## src/rtl/sum_pack_buffer_if.sv

```systemverilog
// Bundles the controller-facing operand, strobe and status signals of the sum pack buffer.
// The master side is the calculator controller and the slave side is the buffer.
interface sum_pack_buffer_if #(
    parameter int unsigned DATA_W        = 32,
    parameter int unsigned MEM_WORD_SIZE = 64,
    parameter int unsigned CNT_W         = 16
);
    logic [DATA_W-1:0]        op_a;
    logic [DATA_W-1:0]        op_b;
    logic                     buffer_write;
    logic                     buffer_control;
    logic                     write;
    logic                     clear_i;
    logic [MEM_WORD_SIZE-1:0] buff_result;
    logic                     word_valid;
    logic [1:0]               half_valid;
    logic                     overflow;
    logic                     overrun;
    logic [CNT_W-1:0]         add_count;

    modport master (
        output op_a, op_b, buffer_write, buffer_control, write, clear_i,
        input  buff_result, word_valid, half_valid, overflow, overrun, add_count
    );

    modport slave (
        input  op_a, op_b, buffer_write, buffer_control, write, clear_i,
        output buff_result, word_valid, half_valid, overflow, overrun, add_count
    );
endinterface

```

## src/rtl/sum_pack_buffer.sv

```systemverilog
// Adds the controller operands and packs two consecutive sums into one memory word,
// tracking half-valid status, sticky carry/overrun errors and a saturating add count.
module sum_pack_buffer #(
    parameter int unsigned DATA_W        = 32,
    parameter int unsigned MEM_WORD_SIZE = 64,
    parameter int unsigned CNT_W         = 16
) (
    input  logic             clk_i,
    input  logic             rst_i,
    sum_pack_buffer_if.slave bus
);
    localparam int unsigned SUM_W = DATA_W + 1;

    typedef enum logic [1:0] {
        S_EMPTY = 2'd0,
        S_HALF  = 2'd1,
        S_FULL  = 2'd2
    } state_t;

    state_t                   r_state;
    state_t                   w_state;
    logic [MEM_WORD_SIZE-1:0] r_buff;
    logic [MEM_WORD_SIZE-1:0] w_buff;
    logic [1:0]               r_half_valid;
    logic [1:0]               w_half_valid;
    logic                     r_word_valid;
    logic                     r_overflow;
    logic                     w_overflow;
    logic                     r_overrun;
    logic                     w_overrun;
    logic [CNT_W-1:0]         r_add_count;
    logic [CNT_W-1:0]         w_add_count;

    logic                     w_load;
    logic                     w_consume;
    logic [SUM_W-1:0]         w_sum_full;
    logic [DATA_W-1:0]        w_sum;
    logic                     w_carry;

    // Strobes are active-low; a consume has nothing to act on while empty.
    assign w_load     = ~bus.buffer_write;
    assign w_consume  = ~bus.write & (r_state != S_EMPTY);
    assign w_sum_full = SUM_W'(bus.op_a) + SUM_W'(bus.op_b);
    assign w_sum      = w_sum_full[DATA_W-1:0];
    assign w_carry    = w_sum_full[DATA_W];

    // Next-state and next-value logic; consume clears flags before a same-cycle load sets its half.
    always_comb begin
        w_state      = r_state;
        w_buff       = r_buff;
        w_half_valid = r_half_valid;
        w_overflow   = r_overflow;
        w_overrun    = r_overrun;
        w_add_count  = r_add_count;

        if (bus.clear_i) begin
            w_state      = S_EMPTY;
            w_buff       = '0;
            w_half_valid = '0;
            w_overflow   = 1'b0;
            w_overrun    = 1'b0;
            w_add_count  = '0;
        end else begin
            case (r_state)
                S_EMPTY: begin
                    if (w_load) w_state = S_HALF;
                end
                S_HALF: begin
                    if (w_consume)
                        w_state = w_load ? S_HALF : S_EMPTY;
                    else if (w_load && !r_half_valid[bus.buffer_control])
                        w_state = S_FULL;
                end
                S_FULL: begin
                    if (w_consume)
                        w_state = w_load ? S_HALF : S_EMPTY;
                end
                default: w_state = S_EMPTY;
            endcase

            if (w_load && r_half_valid[bus.buffer_control] && !w_consume)
                w_overrun = 1'b1;

            if (w_consume)
                w_half_valid = '0;

            if (w_load) begin
                w_half_valid[bus.buffer_control] = 1'b1;
                if (bus.buffer_control)
                    w_buff[MEM_WORD_SIZE-1:DATA_W] = w_sum;
                else
                    w_buff[DATA_W-1:0] = w_sum;
                w_overflow = r_overflow | w_carry;
                if (r_add_count != {CNT_W{1'b1}})
                    w_add_count = r_add_count + CNT_W'(1);
            end
        end
    end

    always_ff @(posedge clk_i) begin
        if (rst_i) begin
            r_state      <= S_EMPTY;
            r_buff       <= '0;
            r_half_valid <= '0;
            r_word_valid <= 1'b0;
            r_overflow   <= 1'b0;
            r_overrun    <= 1'b0;
            r_add_count  <= '0;
        end else begin
            r_state      <= w_state;
            r_buff       <= w_buff;
            r_half_valid <= w_half_valid;
            r_word_valid <= (w_state == S_FULL);
            r_overflow   <= w_overflow;
            r_overrun    <= w_overrun;
            r_add_count  <= w_add_count;
        end
    end

    assign bus.buff_result = r_buff;
    assign bus.half_valid  = r_half_valid;
    assign bus.word_valid  = r_word_valid;
    assign bus.overflow    = r_overflow;
    assign bus.overrun     = r_overrun;
    assign bus.add_count   = r_add_count;
endmodule

```

## src/flat_wrapper.sv

```systemverilog
// flat-port wrapper written by rule: the top's interface ports become plain ports
module sum_pack_buffer_flat 
#(
    parameter int unsigned DATA_W        = 32,
    parameter int unsigned MEM_WORD_SIZE = 64,
    parameter int unsigned CNT_W         = 16
)
  (clk_i, rst_i, bus_op_a, bus_op_b, bus_buffer_write, bus_buffer_control, bus_write, bus_clear_i, bus_buff_result, bus_word_valid, bus_half_valid, bus_overflow, bus_overrun, bus_add_count);
  sum_pack_buffer_if #(.DATA_W(DATA_W), .MEM_WORD_SIZE(MEM_WORD_SIZE), .CNT_W(CNT_W)) bus_i ();
  input  logic clk_i;
  input  logic rst_i;
  input wire logic [$bits(bus_i.op_a)-1:0] bus_op_a;
  input wire logic [$bits(bus_i.op_b)-1:0] bus_op_b;
  input wire logic [$bits(bus_i.buffer_write)-1:0] bus_buffer_write;
  input wire logic [$bits(bus_i.buffer_control)-1:0] bus_buffer_control;
  input wire logic [$bits(bus_i.write)-1:0] bus_write;
  input wire logic [$bits(bus_i.clear_i)-1:0] bus_clear_i;
  output wire logic [$bits(bus_i.buff_result)-1:0] bus_buff_result;
  output wire logic [$bits(bus_i.word_valid)-1:0] bus_word_valid;
  output wire logic [$bits(bus_i.half_valid)-1:0] bus_half_valid;
  output wire logic [$bits(bus_i.overflow)-1:0] bus_overflow;
  output wire logic [$bits(bus_i.overrun)-1:0] bus_overrun;
  output wire logic [$bits(bus_i.add_count)-1:0] bus_add_count;
  assign bus_i.op_a = bus_op_a;
  assign bus_i.op_b = bus_op_b;
  assign bus_i.buffer_write = bus_buffer_write;
  assign bus_i.buffer_control = bus_buffer_control;
  assign bus_i.write = bus_write;
  assign bus_i.clear_i = bus_clear_i;
  assign bus_buff_result = bus_i.buff_result;
  assign bus_word_valid = bus_i.word_valid;
  assign bus_half_valid = bus_i.half_valid;
  assign bus_overflow = bus_i.overflow;
  assign bus_overrun = bus_i.overrun;
  assign bus_add_count = bus_i.add_count;
  sum_pack_buffer #(.DATA_W(DATA_W), .MEM_WORD_SIZE(MEM_WORD_SIZE), .CNT_W(CNT_W)) u_core (.clk_i(clk_i), .rst_i(rst_i), .bus(bus_i));
endmodule
```

## config.mk

```make
export PLATFORM = sky130hd
export DESIGN_NAME = sum_pack_buffer_flat
export DESIGN_NICKNAME = d
export VERILOG_FILES = /design/src/rtl/sum_pack_buffer_if.sv /design/src/rtl/sum_pack_buffer.sv /design/src/flat_wrapper.sv
export SDC_FILE = /design/constraint.sdc
export NUM_CORES = 1
export LEC_CHECK = 0
export CAP_MARGIN = 10
export CORE_MARGIN = 10
export CORE_UTILIZATION = 50
export CTS_CLUSTER_SIZE = 12
export DETAILED_ROUTE_END_ITERATION = 7
export PLACE_DENSITY = 0.85
export SYNTH_ARGS = -nofsm -noshare
export SYNTH_HDL_FRONTEND = slang
export SYNTH_SLANG_ARGS = --single-unit
```

## constraint.sdc

```tcl
create_clock -name clk_i -period 7.6 [get_ports clk_i]
set_input_delay 1.52 -clock clk_i [delete_from_list [all_inputs] [get_ports clk_i]]
set_output_delay 1.52 -clock clk_i [all_outputs]
set_load 0.05 [all_outputs]
```

==> flow_summary.yaml, run 1 <==
status:
  outcome: "finished, final reports clean"
grt:
  antenna_found_initial: 0
  use_met3: 0.05532
  busiest_layer: "met2"
  grtUsageMet2: 0.3635
  grt_use_total: 0.2134
  grt_pass1_vias: 5114
  grt_pass1_wl_um: 25630
  grt_max_degree: 76
  grt_overflow_total: 0
  gr-usage-met1: 0.2520
clocking:
  cts-hold-fix-buffers: 0
  cts.htree.levels: 3
  post_cts_buffers: 0
  worstSkewPairLatency_ns: 0.36
  cts_root_buf: "clkbuf_8"
  cts_tree: "done"
  cts_buffers: 9
  clk_path_buf_depth: 2
  cts_sinks: 87
  ctsResizeCount: 0
  path_clk_slew_ns: 0.09
run:
  maxCapViolations: 0
critical_path:
  max_stage_delay_ns: 0.40
  critPathLaunchType: "primary input"
  cp-end-kind: "flop"
  crit_arrival_ns: 4.19
  r2r_start: "u_core.bus.add_count[7]"
  crit_chain: "clkdlybuf4s50_1 -> ha_1 -> fa_1 -> a21oi_1 -> o211ai_2 -> and3b_1 -> o21ai_2 -> o311ai_4 -> a21o_1 -> a221o_1"
  crit_slowest_cell: "clkdlybuf4s50_1"
  worst-setup-path-type: "in2reg"
  cp_max_fo: 4
  crit_start: "bus_op_b[0]"
  required_ns: 7.86
layout:
  layout-drive-gt1-share: 0.04468
  final_core_util: 0.6912
  antennaDiodeCount: 0
  mostFrequentLayoutCell: "clkdlybuf4s50_1"
  nFillCells: 863
  synthToLayoutAreaGrowth_pct: 35.46
  nets: 861
  final_cell_mix: "clkdlybuf4s50_1, nand2_1, dfxtp_1, a21oi_1, nor2_1"
placed_design:
  io_buffers: 154
  place_congestion: 0.9130
  dp_hpwl_um: 12230
  preCtsSetupSlack_ns: 3.336
power:
  p_int_w: 0.0007513
  ir_worst_vdd_mv: 0.09274
  combPwrFrac: 0.296
  clkPwrFrac: 0.282
  seqPwrFrac: 0.423
  p_switching_w: 0.0003773
  power_leakage_nw: 2.512
  powerDensity_mw_per_mm2: 167.8
  netSwitchingFraction: 0.3343
logic_synthesis:
  ys_types: 59
  ys_seq_area_frac: 0.3508
  synthArstFlopShare: 0
  synth_nets: 729
  yosysTopAreaCell: "dfxtp_1"
  ys_seq_elements: 87
  synth-edff-count: 0
  synth-main-ff-cell: "dfxtp_1"
  ys_warn_count: 0
  syn_area_mm2: 0.004965
  synth_cells: 625
  synth_top_area_frac: 0.3508
  synthTopCellsByArea: "dfxtp_1, nand2_1, ha_1, a21oi_1, nor2_1"
  syn_area_per_cell_um2: 7.944
sta:
  holdWs_ns: 0.4593
  period_minus_slack_ns: 3.931
  tightest_slew_ns: 0.9787
  finalMaxSlewViolations: 0
  finalHoldViolations: 0
  slew_headroom: 0.3459
  rsz0062_at_grt: "false"
  setup_violations: 0
  fin_skew_ns: 0.007537
  fin_crit_sh: 0.5172
  fmax_mhz: 254.4
  setup_slack_ns: 3.669
  finalSetupTns_ns: 0
floorplan:
  die_height_um: 119.6
  core_mm2: 0.009729
  initial_utilization: 0.5103
  die_x_um: 119.6
  die_area_mm2: 0.01431
  ios: 155
  rows: 36
drt:
  vias: 5116
  wirelength_um: 15920
  antenna_left: 0
  drc: 0
  drt_iter0_drc: 523
  vias_per_cell: 5.723
  dr.pass1.iters: 5
  wl_per_cell_um: 17.80
hold_path:
  min_from: "u_core.bus.buff_result[45]"
  hold_path_class: "reg2reg"
## per-stage QoR
| stage | power (W) | std cells | cell area [um2] |
|---|---|---|---|
| after floorplan | 0.0007083 | 625 | 4965 |
| after CTS | 0.001126 | 894 | 6725 |
| after global routing | 0.001173 | 894 | 6725 |
| after global placement | 0.0008094 | 879 | 6546 |
| after detailed placement | 0.0008150 | 879 | 6546 |
| final | 0.001129 | 894 | 6725 |
## state kept, by name (all words and copies together), names as in the netlist
name                    count
u_core.bus.overrun          1
u_core.bus.add_count       16
u_core.bus.word_valid       1
u_core.bus.overflow         1
u_core.r_state              2
u_core.bus.half_valid       2
u_core.bus.buff_result     64
## critical path, delay by kind of cell
family,cells,cell delay (ns)
compound gates,6,1.37
fa+ha+maj,2,0.63
buf+inv,1,0.40
simple gates,1,0.25
## metal layers
metal  vias up  part of all wire
li1       2464                 -
met3        27             0.079
met4         0             0.020
met5         -                 0
met2       222              0.49
met1      2403              0.42
## synthesized netlist by cell type, types with 3 or more instances
library cell / number
buf_2: 9
dfxtp_1: 87
nand2b_1: 5
ha_1: 33
and3_1: 7
nand2_1: 121
a21o_1: 9
nand3_1: 22
clkbuf_1: 25
nor3_1: 10
xor2_1: 17
a21oi_1: 80
inv_1: 10
a211oi_1: 11
a22o_1: 6
o21ai_0: 12
nand4_1: 15
o21bai_1: 8
nor2_1: 55
nor2b_1: 5
a221o_1: 3
o2111ai_1: 3
xnor2_1: 23
a31oi_1: 5
## power by group through the flow
stage | Clock (W) | Sequential [W] | Combinational (W)
finish | 0.000318 | 0.000477 | 0.000334
global placement | 0 | 0.000487 | 0.000323
detailed placement | 0 | 0.000487 | 0.000328
CTS | 0.000319 | 0.000477 | 0.000330
floorplan | 0 | 0.000531 | 0.000178
global route | 0.000336 | 0.000479 | 0.000359
## area by class of cell
| class | count | area [um2] | area share |
|---|---|---|---|
| flip-flops and latches | 87 | 1742 | 0.2590 |
| repair buffers | 157 | 1564 | 0.2326 |
| well taps | 133 | 166.4 | 0.02474 |
| inverters | 10 | 37.54 | 0.005581 |
| clock inverters | 4 | 47.55 | 0.007070 |
| clock buffers | 11 | 131.4 | 0.01953 |
| multi-input cells | 492 | 3037 | 0.4515 |
## cell families after synthesis
logic type / after synthesis / share of synthesized area
buf+inv: 46 / 0.03856
xor+xnor: 40 / 0.07056
fa+ha+maj: 34 / 0.08720
compound gates: 165 / 0.2268
simple gates: 251 / 0.2218
mux: 2 / 0.004284
flops: 87 / 0.3508
## path summary, 6_finish.rpt
check	to	slack [ns]	cells past startpoint
hold reg to reg	u_core.bus.buff_result[45]	0.46	2
setup reg to reg	u_core.bus.add_count[10]	5.58	8
setup / recovery	u_core.bus.buff_result[26]	3.67	10
hold / removal	u_core.bus.buff_result[45]	0.46	2
Power figures use the tool's default switching activity.
==> run 2, diff against run 1 <==
- CORE_UTILIZATION: 50 -> 47
- PLACE_DENSITY: 0.85 -> 0.81
- clock period: 7.6 -> 4 ns (I/O delays scaled with it)
==> flow_summary.yaml, run 2 (synthesis gave the netlist of run 1 again) <==
clocking:
  cts_root_buf: "clkbuf_8"
  cts_buffers: 9
  cts_sinks: 87
  cts_tree: "done"
  cts-hold-fix-buffers: 0
  post_cts_buffers: 0
  path_clk_slew_ns: 0.09
  ctsResizeCount: 0
  worstSkewPairLatency_ns: 0.35
  clk_path_buf_depth: 2
  cts.htree.levels: 3
drt:
  drt_iter0_drc: 455
  vias_per_cell: 5.721
  dr.pass1.iters: 5
  wl_per_cell_um: 17.85
  antenna_left: 0
  vias: 5143
  drc: 0
  wirelength_um: 16040
critical_path:
  crit_chain: "clkdlybuf4s50_1 -> ha_1 -> fa_1 -> a21oi_1 -> o211ai_2 -> and3b_1 -> o21ai_2 -> o311ai_4 -> a21o_1 -> a221o_1"
  path_buf_inv: 1
  critPathLaunchType: "primary input"
  crit_slowest_cell: "clkdlybuf4s50_1"
  cp-end-kind: "flop"
  crit_arrival_ns: 3.43
  cp_max_fo: 4
  cp_top_family: "compound AO/OA/AOI/OAI gates"
  worst-setup-path-type: "in2reg"
  max_stage_delay_ns: 0.40
  required_ns: 4.25
grt:
  grt_overflow_total: 0
  antenna_found_initial: 0
  grt_max_degree: 62
  grt_pass1_vias: 5131
  grt_use_total: 0.2054
  grt_pass1_wl_um: 25340
layout:
  nFillCells: 868
  synthToLayoutAreaGrowth_pct: 36.74
  nets: 862
  mostFrequentLayoutCell: "clkdlybuf4s50_1"
  multi_input_area_mm2: 0.003037
  largest_reg_flops: 64
  seq_area_mm2: 0.001742
  antennaDiodeCount: 0
  final_cell_mix: "clkdlybuf4s50_1, nand2_1, dfxtp_1, a21oi_1, nor2_1"
  layout-drive-gt1-share: 0.04849
floorplan:
  die_height_um: 122.8
  die_x_um: 122.8
  initial_utilization: 0.4809
  rows: 37
  die_area_mm2: 0.01507
  core_mm2: 0.01032
  ios: 155
sta:
  holdWs_ns: 0.4570
  finalSetupTns_ns: 0
  period_minus_slack_ns: 3.182
  setup_violations: 0
  fmax_mhz: 314.3
  finalMaxSlewViolations: 0
  finalHoldViolations: 0
  fin_crit_sh: 0.7955
  tightest_slew_ns: 0.6393
  slew_headroom: 0.5738
  fin_skew_ns: 0.007667
  rsz0062_at_grt: "false"
placed_design:
  place_congestion: 0.8892
  dp_hpwl_um: 12430
  io_buffers: 154
hold_path:
  hold_path_class: "reg2reg"
power:
  ir_worst_vdd_mv: 0.2120
  power_leakage_nw: 2.541
  powerDensity_mw_per_mm2: 334.1
run:
  maxCapViolations: 0
status:
  outcome: "finished, final reports clean"
-- run 2: final cells by class --
class | instances | share of cell area
clock buffers | 12 | 0.02285
clock inverters | 4 | 0.01124
inverters | 10 | 0.005529
multi-input cells | 492 | 0.4473
flip-flops and latches | 87 | 0.2565
well taps | 136 | 0.02506
repair buffers | 158 | 0.2315
-- run 2: metrics by stage --
step	cells	setup slack [ns]	utilization	instance area (um2)	power [W]
2_1_floorplan	625	1.093	-	4965	0.001346
3_3_place_gp	883	0.5029	0.6352	6558	0.001544
3_5_place_dp	883	0.4606	0.6352	6558	0.001555
4_1_cts	899	0.8347	0.6576	6789	0.002265
5_1_grt	899	0.6882	0.6576	6789	0.002355
6_report	899	0.8180	0.6576	6789	0.002268
-- run 2: worst min-delay path, cell delays in order, from the launching register on --
cell     delay, ns
dfxtp_1       0.32
nand2_1       0.05
a21oi_1       0.05
-- run 2: final timing paths --
kind | startpoint | endpoint | slack (ns) | cells past startpoint
max | bus_op_b[0] | u_core.bus.buff_result[26] | 0.82 | 10
min | u_core.bus.buff_result[48] | u_core.bus.buff_result[48] | 0.46 | 2
max reg2reg | u_core.bus.add_count[7] | u_core.bus.add_count[8] | 1.95 | 8
min reg2reg | u_core.bus.buff_result[48] | u_core.bus.buff_result[48] | 0.46 | 2
-- run 2: power by group --
group / internal, W / switching (W) / total (W)
Combinational: 0.000253 / 0.000384 / 0.000637
Clock: 0.000389 / 0.000335 / 0.000725
Sequential: 0.000891 / 0.0000159 / 0.000907
Total: 0.00153 / 0.000735 / 0.00227
-- run 2: routing by layer --
layer | part of all wire | wire length (um) | global-route usage
met2 | 0.47 | 7594 | 0.3353
met1 | 0.42 | 6773 | 0.2552
met4 | 0.022 | 351 | 0.08247
met3 | 0.083 | 1324 | 0.04867
met5 | 0 | 0 | 0
==> run 3, diff against run 2 <==
- CORE_UTILIZATION: 47 -> 43
- PLACE_DENSITY: 0.81 -> 0.78
- clock period: 4 -> 2.9 ns (I/O delays scaled with it)
==> flow_summary.yaml, run 3 (synthesis gave the netlist of run 1 again) <==
status:
  outcome: "finished, final reports clean"
placed_design:
  place_congestion: 0.9343
  io_buffers: 154
  preCtsSetupSlack_ns: -0.3715
  dp_hpwl_um: 13130
layout:
  layout-drive-gt1-share: 0.1248
  multi_input_area_mm2: 0.003082
  mostFrequentLayoutCell: "clkdlybuf4s50_1"
  seq_area_mm2: 0.001742
  final_core_util: 0.6475
  synthToLayoutAreaGrowth_pct: 48.29
  nFillCells: 948
  antennaDiodeCount: 0
  largest_reg_flops: 64
  nets: 916
  final_cell_mix: "clkdlybuf4s50_1, nand2_1, dfxtp_1, a21oi_1, buf_4"
power:
  netSwitchingFraction: 0.3023
  combPwrFrac: 0.274
  ir_worst_vdd_mv: 0.3546
  powerDensity_mw_per_mm2: 488.3
  power_leakage_nw: 2.856
  p_switching_w: 0.001087
  p_int_w: 0.002508
  clkPwrFrac: 0.378
  seqPwrFrac: 0.348
hold_path:
  min_from: "u_core.bus.buff_result[0]"
  hold_path_class: "reg2reg"
  hold_depth: 2
  hold_end: "u_core.bus.buff_result[0]"
floorplan:
  initial_utilization: 0.4367
  die_x_um: 127.5
  die_height_um: 127.5
  rows: 39
  core_mm2: 0.01137
  ios: 155
  die_area_mm2: 0.01624
critical_path:
  required_ns: 3.13
  critPathLaunchType: "primary input"
  crit_arrival_ns: 3.02
  reg2reg_depth: 8
  crit_chain: "clkdlybuf4s50_1 -> ha_1 -> fa_2 -> a21oi_2 -> o211ai_2 -> and3b_1 -> o21ai_2 -> o311ai_4 -> a21o_1 -> a221o_1"
  reg2reg_to: "u_core.bus.add_count[10]"
  cp_max_fo: 4
  max_stage_delay_ns: 0.40
  worst-setup-path-type: "in2reg"
  cp-end-kind: "flop"
  crit_slowest_cell: "clkdlybuf4s50_1"
  r2r_start: "u_core.bus.add_count[7]"
  r2r_setup_slack_ns: 0.78
grt:
  grt_max_degree: 62
  grt_pass1_vias: 5388
  grt_use_total: 0.2008
  antenna_found_initial: 0
  grt_overflow_total: 0
  grt_pass1_wl_um: 27050
sta:
  slew_headroom: 0.5605
  fin_skew_ns: 0.003703
  period_minus_slack_ns: 2.786
  tightest_slew_ns: 0.6542
  finalHoldViolations: 0
  rsz0062_at_grt: "false"
  setup_slack_ns: 0.1142
  finalMaxSlewViolations: 0
  fmax_mhz: 359.0
  setup_violations: 0
  finalSetupTns_ns: 0
  fin_crit_sh: 0.9606
drt:
  met3_length_um: 1276
  wirelength_um: 16990
  vias_per_cell: 5.501
  antenna_left: 0
  topRoutingLayerUsed: "met4"
  wl_per_cell_um: 17.69
  wl_met1_um: 6998
  dr.pass1.iters: 5
  drt_iter0_drc: 393
  wl_met2_um: 8315
  vias: 5281
  drc: 0
clocking:
  cts_sinks: 87
  cts_tree: "done"
  cts_buffers: 9
  cts-hold-fix-buffers: 0
  cts.htree.levels: 3
  worstSkewPairLatency_ns: 0.35
  cts_root_buf: "clkbuf_16"
  path_clk_slew_ns: 0.07
  clk_path_buf_depth: 2
run:
  maxCapViolations: 0
-- run 3: cell types whose count changed in the layout (fill, tap and decap cells not counted), moves of 2 or more --
cell	before	now
a31oi_2	0	2
buf_4	4	58
a31oi_1	5	3
clkbuf_16	0	9
clkinv_2	0	2
clkbuf_8	11	0
-- run 3: power groups by stage --
stage               Sequential [W]  Clock, W  Combinational (W)
floorplan                  0.00139         0           0.000466
global placement           0.00128         0           0.000949
detailed placement         0.00128         0           0.000958
CTS                        0.00125   0.00137           0.000966
global route               0.00125   0.00143            0.00106
finish                     0.00125   0.00136           0.000986
-- run 3: final cells by class --
type                    instances  area share
repair buffers                212      0.2685
clock buffers                   9     0.03059
inverters                      10    0.005099
multi-input cells             492      0.4186
clock inverters                 7     0.01632
flip-flops and latches         87      0.2366
well taps                     143     0.02430
-- run 3: how the worst max path moves through the flow --
stage,from,to,slack [ns],cells after the start
floorplan,bus_op_b[0],u_core.bus.buff_result[26],0.21,9
global placement,bus_op_b[0],u_core.bus.buff_result[58],-0.33,10
detailed placement,bus_op_b[0],u_core.bus.buff_result[26],-0.37,10
CTS,bus_op_b[0],u_core.bus.buff_result[58],0.04,10
global route,bus_op_b[11],u_core.bus.buff_result[58],0.006,10
finish,bus_op_b[0],u_core.bus.buff_result[58],0.11,10
-- run 3: metal layers --
layer	track usage	vias up
met5	0	-
met4	0.08038	0
met3	0.05170	32
met2	0.3457	218
met1	0.2319	2453
li1	-	2578
-- run 3: through the flow --
step / hold WS, ns / cells / area, um2 / power (W)
6_report: 0.4571 / 960 / 7362 / 0.003595
5_1_grt: 0.4767 / 960 / 7362 / 0.003742
4_1_cts: 0.4597 / 957 / 7298 / 0.003587
3_5_place_dp: 0.4490 / 941 / 6949 / 0.002236
3_3_place_gp: 0.4424 / 941 / 6949 / 0.002227
2_1_floorplan: 0.4696 / 625 / 4965 / 0.001856
-- run 3: what timing repair did --
item | 4_1_cts | 5_1_grt
pin swaps | 0 | 7
hold endpoints to repair | 0 | 0
buffers inserted | 0 | 3
endpoints found under the setup margin | 3 | 16
gates resized for setup | 1 | 9
-- run 3: worst max-delay path: cells and delay by family --
kind            cells  cell delay, ns
fa+ha+maj           2            0.59
simple gates        1            0.22
buf+inv             1            0.40
compound gates      6            1.22
